==> src/rtl/mem_responder_pkg.sv <==
// Shared constants for the memory-mapped responder.
// Address map, TCTRL bit positions and the timer FSM state type.
package mem_responder_pkg;

  localparam logic [8:0] ADDR_LED   = 9'h100;
  localparam logic [8:0] ADDR_SW    = 9'h104;
  localparam logic [8:0] ADDR_TCNT  = 9'h108;
  localparam logic [8:0] ADDR_TCMP  = 9'h10C;
  localparam logic [8:0] ADDR_TCTRL = 9'h110;

  localparam int TCTRL_EN  = 0;
  localparam int TCTRL_PER = 1;
  localparam int TCTRL_IRQ = 2;
  localparam int TCTRL_STL = 3;
  localparam int TCTRL_STH = 4;

  typedef enum logic [1:0] {
    IDLE = 2'd0,
    RUN  = 2'd1,
    DONE = 2'd2
  } timer_state_t;

endpackage

==> src/rtl/mmio_timer.sv <==
// Compare-match timer: TCNT, TCMP, TCTRL and the IDLE/RUN/DONE FSM.
// Ports: clk, rst_n, wr_tcnt/wr_tcmp/wr_tctrl + wdata in; tcnt, tcmp, tctrl, irq out.
module mmio_timer
  import mem_responder_pkg::*;
(
  input  logic        clk,
  input  logic        rst_n,
  input  logic        wr_tcnt,
  input  logic        wr_tcmp,
  input  logic        wr_tctrl,
  input  logic [31:0] wdata,
  output logic [31:0] tcnt,
  output logic [31:0] tcmp,
  output logic [31:0] tctrl,
  output logic        irq
);

  timer_state_t state;
  logic         en;
  logic         periodic;
  logic         match;

  assign match = (state == RUN) && (tcnt == tcmp);

  always_ff @(posedge clk or negedge rst_n) begin
    if (!rst_n) begin
      tcnt     <= '0;
      tcmp     <= '1;
      en       <= 1'b0;
      periodic <= 1'b0;
      irq      <= 1'b0;
      state    <= IDLE;
    end else begin
      if (wr_tcmp)
        tcmp <= wdata;

      // CPU load beats the match reload
      if (wr_tcnt)
        tcnt <= wdata;
      else if (match)
        tcnt <= '0;
      else if (state == RUN)
        tcnt <= tcnt + 32'd1;

      // a new match beats a same-cycle clear
      if (match)
        irq <= 1'b1;
      else if (wr_tctrl && wdata[TCTRL_IRQ])
        irq <= 1'b0;

      if (wr_tctrl) begin
        en       <= wdata[TCTRL_EN];
        periodic <= wdata[TCTRL_PER];
        state    <= wdata[TCTRL_EN] ? RUN : IDLE;
      end else if (match && !periodic) begin
        en    <= 1'b0;
        state <= DONE;
      end
    end
  end

  assign tctrl = {27'd0, state, irq, periodic, en};

endmodule

==> src/rtl/mem_responder.sv <==
// Single-cycle data memory plus LED, switch and optional timer MMIO.
// Ports: clk, reset (async, low), MemWrite/Adr/WriteData in, ReadData out,
// Switches in, LEDs out, TimerIRQ out. Timer built only with
// MEM_RESPONDER_TIMER_EN defined.
module mem_responder
  import mem_responder_pkg::*;
#(
  parameter int RAM_WORDS = 64
) (
  input  logic        clk,
  input  logic        reset,
  input  logic        MemWrite,
  input  logic [31:0] Adr,
  input  logic [31:0] WriteData,
  output logic [31:0] ReadData,
  input  logic [7:0]  Switches,
  output logic [7:0]  LEDs,
  output logic        TimerIRQ
);

  localparam int AW = $clog2(RAM_WORDS);

  logic [31:0]   ram [RAM_WORDS];
  logic [AW-1:0] idx;
  logic [8:0]    reg_adr;
  logic          hi_ok;
  logic          sel_ram;
  logic          sel_led;
  logic          sel_sw;
  logic [7:0]    led;
  logic [7:0]    sw_q1;
  logic [7:0]    sw_q2;
  logic          unused_bits;

  assign hi_ok   = (Adr[31:9] == 23'd0);
  assign reg_adr = {Adr[8:2], 2'b00};
  assign idx     = Adr[AW+1:2];
  assign sel_ram = hi_ok && !Adr[8];
  assign sel_led = hi_ok && (reg_adr == ADDR_LED);
  assign sel_sw  = hi_ok && (reg_adr == ADDR_SW);

  assign unused_bits = ^Adr[7:0];

  always_ff @(posedge clk) begin
    if (MemWrite && sel_ram)
      ram[idx] <= WriteData;
  end

  always_ff @(posedge clk or negedge reset) begin
    if (!reset) begin
      led   <= '0;
      sw_q1 <= '0;
      sw_q2 <= '0;
    end else begin
      sw_q1 <= Switches;
      sw_q2 <= sw_q1;
      if (MemWrite && sel_led)
        led <= WriteData[7:0];
    end
  end

  assign LEDs = led;

`ifdef MEM_RESPONDER_TIMER_EN
  logic        sel_tcnt;
  logic        sel_tcmp;
  logic        sel_tctrl;
  logic [31:0] tcnt;
  logic [31:0] tcmp;
  logic [31:0] tctrl;
  logic        irq;

  assign sel_tcnt  = hi_ok && (reg_adr == ADDR_TCNT);
  assign sel_tcmp  = hi_ok && (reg_adr == ADDR_TCMP);
  assign sel_tctrl = hi_ok && (reg_adr == ADDR_TCTRL);

  mmio_timer u_timer (
    .clk      (clk),
    .rst_n    (reset),
    .wr_tcnt  (MemWrite && sel_tcnt),
    .wr_tcmp  (MemWrite && sel_tcmp),
    .wr_tctrl (MemWrite && sel_tctrl),
    .wdata    (WriteData),
    .tcnt     (tcnt),
    .tcmp     (tcmp),
    .tctrl    (tctrl),
    .irq      (irq)
  );

  assign TimerIRQ = irq;
`else
  assign TimerIRQ = 1'b0;
`endif

  always_comb begin
    ReadData = '0;
    unique case (1'b1)
      sel_ram:   ReadData = ram[idx];
      sel_led:   ReadData = {24'd0, led};
      sel_sw:    ReadData = {24'd0, sw_q2};
`ifdef MEM_RESPONDER_TIMER_EN
      sel_tcnt:  ReadData = tcnt;
      sel_tcmp:  ReadData = tcmp;
      sel_tctrl: ReadData = tctrl;
`endif
      default:   ReadData = '0;
    endcase
  end

endmodule

==> config.mk <==
export PLATFORM = sky130hd
export DESIGN_NAME = mem_responder
export DESIGN_NICKNAME = d
export VERILOG_FILES = /design/src/rtl/mem_responder_pkg.sv /design/src/rtl/mmio_timer.sv /design/src/rtl/mem_responder.sv
export SDC_FILE = /design/constraint.sdc
export NUM_CORES = 2
export LEC_CHECK = 0
export CELL_PAD_IN_SITES_DETAIL_PLACEMENT = 0
export CELL_PAD_IN_SITES_GLOBAL_PLACEMENT = 1
export CORE_UTILIZATION = 59
export DETAILED_ROUTE_END_ITERATION = 10
export PLACE_DENSITY_LB_ADDON = 0.1
export SYNTH_ARGS = -nofsm -noshare
export SYNTH_HDL_FRONTEND = slang
export SYNTH_SLANG_ARGS = --single-unit
==> constraint.sdc <==
create_clock -name clk -period 3.5 [get_ports clk]
set_input_delay 0.35 -clock clk [delete_from_list [all_inputs] [get_ports clk]]
set_output_delay 0.35 -clock clk [all_outputs]
set_load 0.01 [all_outputs]
* Word level (Yosys, flattened, before mapping)
Memories as Yosys holds them, arrays and structs flattened. Index checks and enable logic that the tools add are counted. Widths: inputs -> output; s select.
Storage, ports and cells: flip-flop bits (word level) 24, bits in latches 0, memory bits (writable) 2048, memory bits (read-only) 0, input bits 75, word-level logic and storage cells 16, memories kept 1
Cells by class: add/subtract/negate cells 0, multipliers 0, divide/modulo/power cells 0, $lt $le $gt $ge 0, eq/ne operators 2, shift-type cells 0, muxes and demuxes 3, bitwise operators 0, reductions and logical operators 7
Memory list:
- ram | words 64, width 32, read ports 1, clocked after Yosys merged registers in 0, write ports 1, line mem_responder.sv:23 | logic [31:0] ram [RAM_WORDS];
Operators by type and width (number):
- $pmux 32 s3 | 1
- $logic_not 23->1 | 1
- $eq 7x7->1 const B | 2
- $logic_and 1x1->1 | 5
- $mux 1 | 2
- $logic_not 1->1 | 1

* Depth between registers and ports, before layout
word-level depth 5, gate-level depth with buffers 10, mapped depth without buffers 5

* Worst setup path after synthesis
Ideal clock, no wire load.
path kind input to register, from in Adr[25], to mem ram[15][0], enable pin, library setup time 0.421 ns, data arrival time 3.211 ns, data required time 3.079 ns, path slack -0.132 ns, cell stages on the path 7, path through nor4_1 > nand4_1 > or3_1 > clkbuf_1 > or3_1 > buf_2 > nor2_1
Between the ends: longest elaborated chain between the ends 5
RTL lines:
- start: declaration | line mem_responder.sv:13 | input logic [31:0] Adr,
- $logic_not 23->1 | line mem_responder.sv:35 | assign hi_ok = (Adr[31:9] == 23'd0);
- $logic_and 1x1->1 | line mem_responder.sv:38 | assign sel_ram = hi_ok && !Adr[8];
- $logic_and 1x1->1 | line mem_responder.sv:45 | if (MemWrite && sel_ram)
- $mux 1 | line mem_responder.sv:45
- $mux 1 (implied by the code) | line mem_responder.sv:46 | ram[idx] <= WriteData;
- end: declaration | line mem_responder.sv:23
Every way passes these cells.

* Final worst setup path
from mem ram[0][6], to out ReadData[6]
Between the ends: longest elaborated chain between the ends 2
RTL lines:
- $mem_v2 64x32
- $pmux 32 s3 | line mem_responder.sv:97 | unique case (1'b1)
- end: declaration | line mem_responder.sv:15 | output logic [31:0] ReadData,
Every way passes these cells.

==> summary.txt <==
Critical path
  – Crit Path Class: flop to output port
  – Crit Path Max Fanout: 1
  – CP cell instances: mux4_2 > and2_1 > a211oi_2 > buf_4 > a31oi_1 > a221o_1 > buf_2
  – Crit-path max cell delay: 0.51 ns
  – Crit. End Element: output port
  – CP required: 3.15 ns
  – Startpoint class of the critical path: flop
  – Critical path arrival: 3.12 ns
  – Crit path max-delay cell type: a221o_1

Timing
  – Fmax: 288 MHz
  – Final worst slack: 0.0316 ns
  – Fin. Hold Viols: 0
  – Max-slew violation count: 0
  – Relative slew slack: 12.5%
  – Setup Viol. Count Final: 0
  – Worst-margin pin slew: 1.31 ns
  – TNS Setup: 0 ns
  – Final setup skew: 0.00241 ns
  – Crit path time final: 3.47 ns
  – Tcrit/Tclk final: 99.1%

Logic synthesis
  – Syn_area_per_cell: 20.8 sq um
  – Synthesis Warnings: 0
  – Synth area leaders: edfxtp_1 (77%), mux4_2 (9.2%), mux2i_1 (5.5%)
  – Flops & latches, synth: 2072
  – Post-synth EDFFs: 2048
  – Sequential area share after synthesis: 77.7%
  – Cell variety after synth: 41
  – Synth area leader: edfxtp_1
  – Primary FF master, synth: edfxtp_1
  – Ys async rst share: 1.16%
  – Synth top area share: 76.9%
  – Syn_nets: 3925
  – Mapped Cells: 3850
  – Post-synthesis instance area: 0.0799 sq mm

Floorplan
  – Full die area: 0.137 sq mm
  – # IOs: 116
  – Cell row count: 134
  – Core ar.: 0.134 sq mm
  – Die Y: 370 um
  – Initial Util: 59.7%
  – Die Wd: 370 um

CTS
  – Clk slew on worst S/H paths: 0.06 ns
  – Clock Sinks: 2072
  – CTS Buf Count: 199
  – Clk buf depth: 3
  – H-tree Lvls: 4
  – Clock root cell: clkbuf_16
  – Clock Latency Late Sink: 0.82 ns
  – CTS tree: yes

Power
  – Clk network pwr share: 41.2%
  – Logic pwr share: 5.5%
  – Net Sw Frac: 21.1%
  – Leakage power: 31.5 nW
  – Power density cells: 540 mW/mm^2
  – Switching power: 10.8 mW
  – Internal power: 40.4 mW
  – Sequential Power Share: 53.3%
  – Maximum VDD drop: 0.000536 V

Worst hold path
  – Min-delay worst type: primary input to flop

Route
  – DRC violations left: 0
  – Routed WL per cell: 34.4 um
  – Antenna Nets Post-Route: 0
  – Via-to-Cell Ratio: 6.65
  – WL final: 218000 um
  – Vias: 42100
  – 1st-iter DRT viols: 5625
  – DR pass1 iterations: 7

Global route
  – Busiest grt layer: met2
  – Total GRT Usage: 32.3%
  – Grt met3 use: 8.02%
  – Met1 Track Usage GR: 45.6%
  – Initial antenna violation count: 16
  – Global-route wire length before repair: 306000 um
  – Overflow after GRT: 0
  – Met2 Usage GRT: 49.9%
  – Largest net degree at the start of global routing: 65
  – Vias in the first global route: 42100

Cells and area
  – Layout area overhead: 18.6%
  – Fill count: 7999
  – Share of layout cells above drive strength 1: 27.7%
  – Most common cell after layout, fill and taps aside: edfxtp_1
  – Layout Nets: 4475
  – Commonest cells after routing, fill and taps aside: edfxtp_1 (2048), mux2i_1 (440), mux4_2 (328)

Placement
  – Port Buf Inserts: 112
  – Worst slack, placed: -0.718 ns
  – Final Wtd Congestion: 0.900
  – Hpwl dp: 137000 um

Run
  – Max-cap violation count: 0

Status
  – Status: complete, no violations
sequential cells by signal (all words and copies together) (netlist names):
signal / flops
LEDs: 8
ram: 2048
sw_q1: 8
sw_q2: 8
cells in the mapped netlist (2+ instances only):
| cell | number |
|---|---|
| mux2i_1 | 440 |
| nand2_1 | 105 |
| nor4_1 | 6 |
| a211oi_2 | 18 |
| edfxtp_1 | 2048 |
| nor2_1 | 71 |
| buf_2 | 74 |
| a31oi_1 | 30 |
| a221oi_1 | 2 |
| mux2_1 | 8 |
| and3_1 | 26 |
| inv_2 | 2 |
| o32ai_1 | 8 |
| nand3_1 | 84 |
| a221o_1 | 8 |
| buf_1 | 18 |
| a22oi_1 | 208 |
| nand4_1 | 10 |
| or3_1 | 2 |
| buf_6 | 13 |
| buf_4 | 45 |
| dfrtp_1 | 24 |
| o211ai_1 | 24 |
| a211oi_1 | 34 |
| mux2_2 | 8 |
| mux4_2 | 328 |
| and2_1 | 13 |
| clkbuf_1 | 75 |
| a21oi_1 | 96 |
| nor2b_1 | 9 |
| nor3_1 | 3 |
cells by family (layout without fill, tap and decap cells):
logic type | after synthesis | after routing | synth area share [%]
AOI/OAI and AO/OA | 428 | 428 | 3.83
buffers and inverters | 229 | 936 | 1.54
DFF | 2072 | 2072 | 77.7
muxes | 784 | 784 | 15.0
other | 1 | 3 | 0.00469
and+or+nand+nor | 336 | 336 | 1.97
through the flow:
stage | instances | utilization (%) | instance area (sq um) | hold WS (ns) | total power, mW
CTS | 6324 | 70.7 | 94700 | 0.00125 | 51.3
finish | 6327 | 70.8 | 94800 | 0.0400 | 51.2
global placement | 5962 | 65.7 | 88000 | 0.336 | 30.5
detailed placement | 5962 | 65.7 | 88000 | 0.341 | 30.5
global route | 6325 | 70.7 | 94800 | 0.0277 | 52.4
floorplan | 3850 | - | 80000 | 0.0544 | 29.1
power by group through the flow:
stage                     Clock, mW  Sequential, mW  Combinational [mW]
final                          21.1            27.3                2.84
after floorplan                   0            27.8                1.26
after global routing           22.2            27.3                2.94
after detailed placement          0            27.8                2.74
after global placement            0            27.8                2.66
after CTS                      21.2            27.3                2.81
critical path: cells and delay by family, from the launching register on:
kind	cells	cell delay (ns)
buffers and inverters	2	0.35
AND/OR/NAND/NOR	1	0.18
multiplexers	1	0.47
AO/OA/AOI/OAI	3	0.92
flip-flops	1	0.38
what timing repair did:
item | CTS | global route
gates cloned | 0 | 1
setup buffers | 0 | 0
hold buffers | 10 | 0
pin swaps | 31 | 18
setup endpoints to repair | 32 | 32
resized for setup | 145 | 41
hold endpoints to repair | 34 | 0
layout make-up:
type                            instances  area [sq um]  area share, %
Inverter                                3          11.3         0.0119
Clock buffer                          253          5330           5.62
Clock inverter                        105          1020           1.08
Antenna cell                            2          5.00        0.00528
Timing Repair Buffer                  575          6540           6.90
Sequential cell                      2072         62100           65.5
Tap cell                             1768          2210           2.33
Multi-Input combinational cell       1549         17600           18.5
layer usage:
layer,wire (um),vias to the layer above
met5,84,-
met4,6930,12
met3,23500,382
met2,103000,2506
met1,84200,22100
li1,-,17100
worst paths after layout:
path / start / cells past startpoint / endpoint / slack (ns)
max reg2reg: LEDs[0]$_DFFE_PN0P_ / 1 / LEDs[0]$_DFFE_PN0P_ / 2.60
min reg2reg: sw_q1[7]$_DFF_PN0_ / 0 / sw_q2[7]$_DFF_PN0_ / 0.35
min in group asynchronous: reset / 3 / LEDs[0]$_DFFE_PN0P_ / 0.48
max in group asynchronous: reset / 3 / LEDs[4]$_DFFE_PN0P_ / 2.76
max: ram[0][6]$_DFFE_PP_ / 7 / ReadData[6] / 0.03
min: WriteData[25] / 1 / ram[55][25]$_DFFE_PP_ / 0.04
No activity file was read; power rests on OpenSTA's default activity.
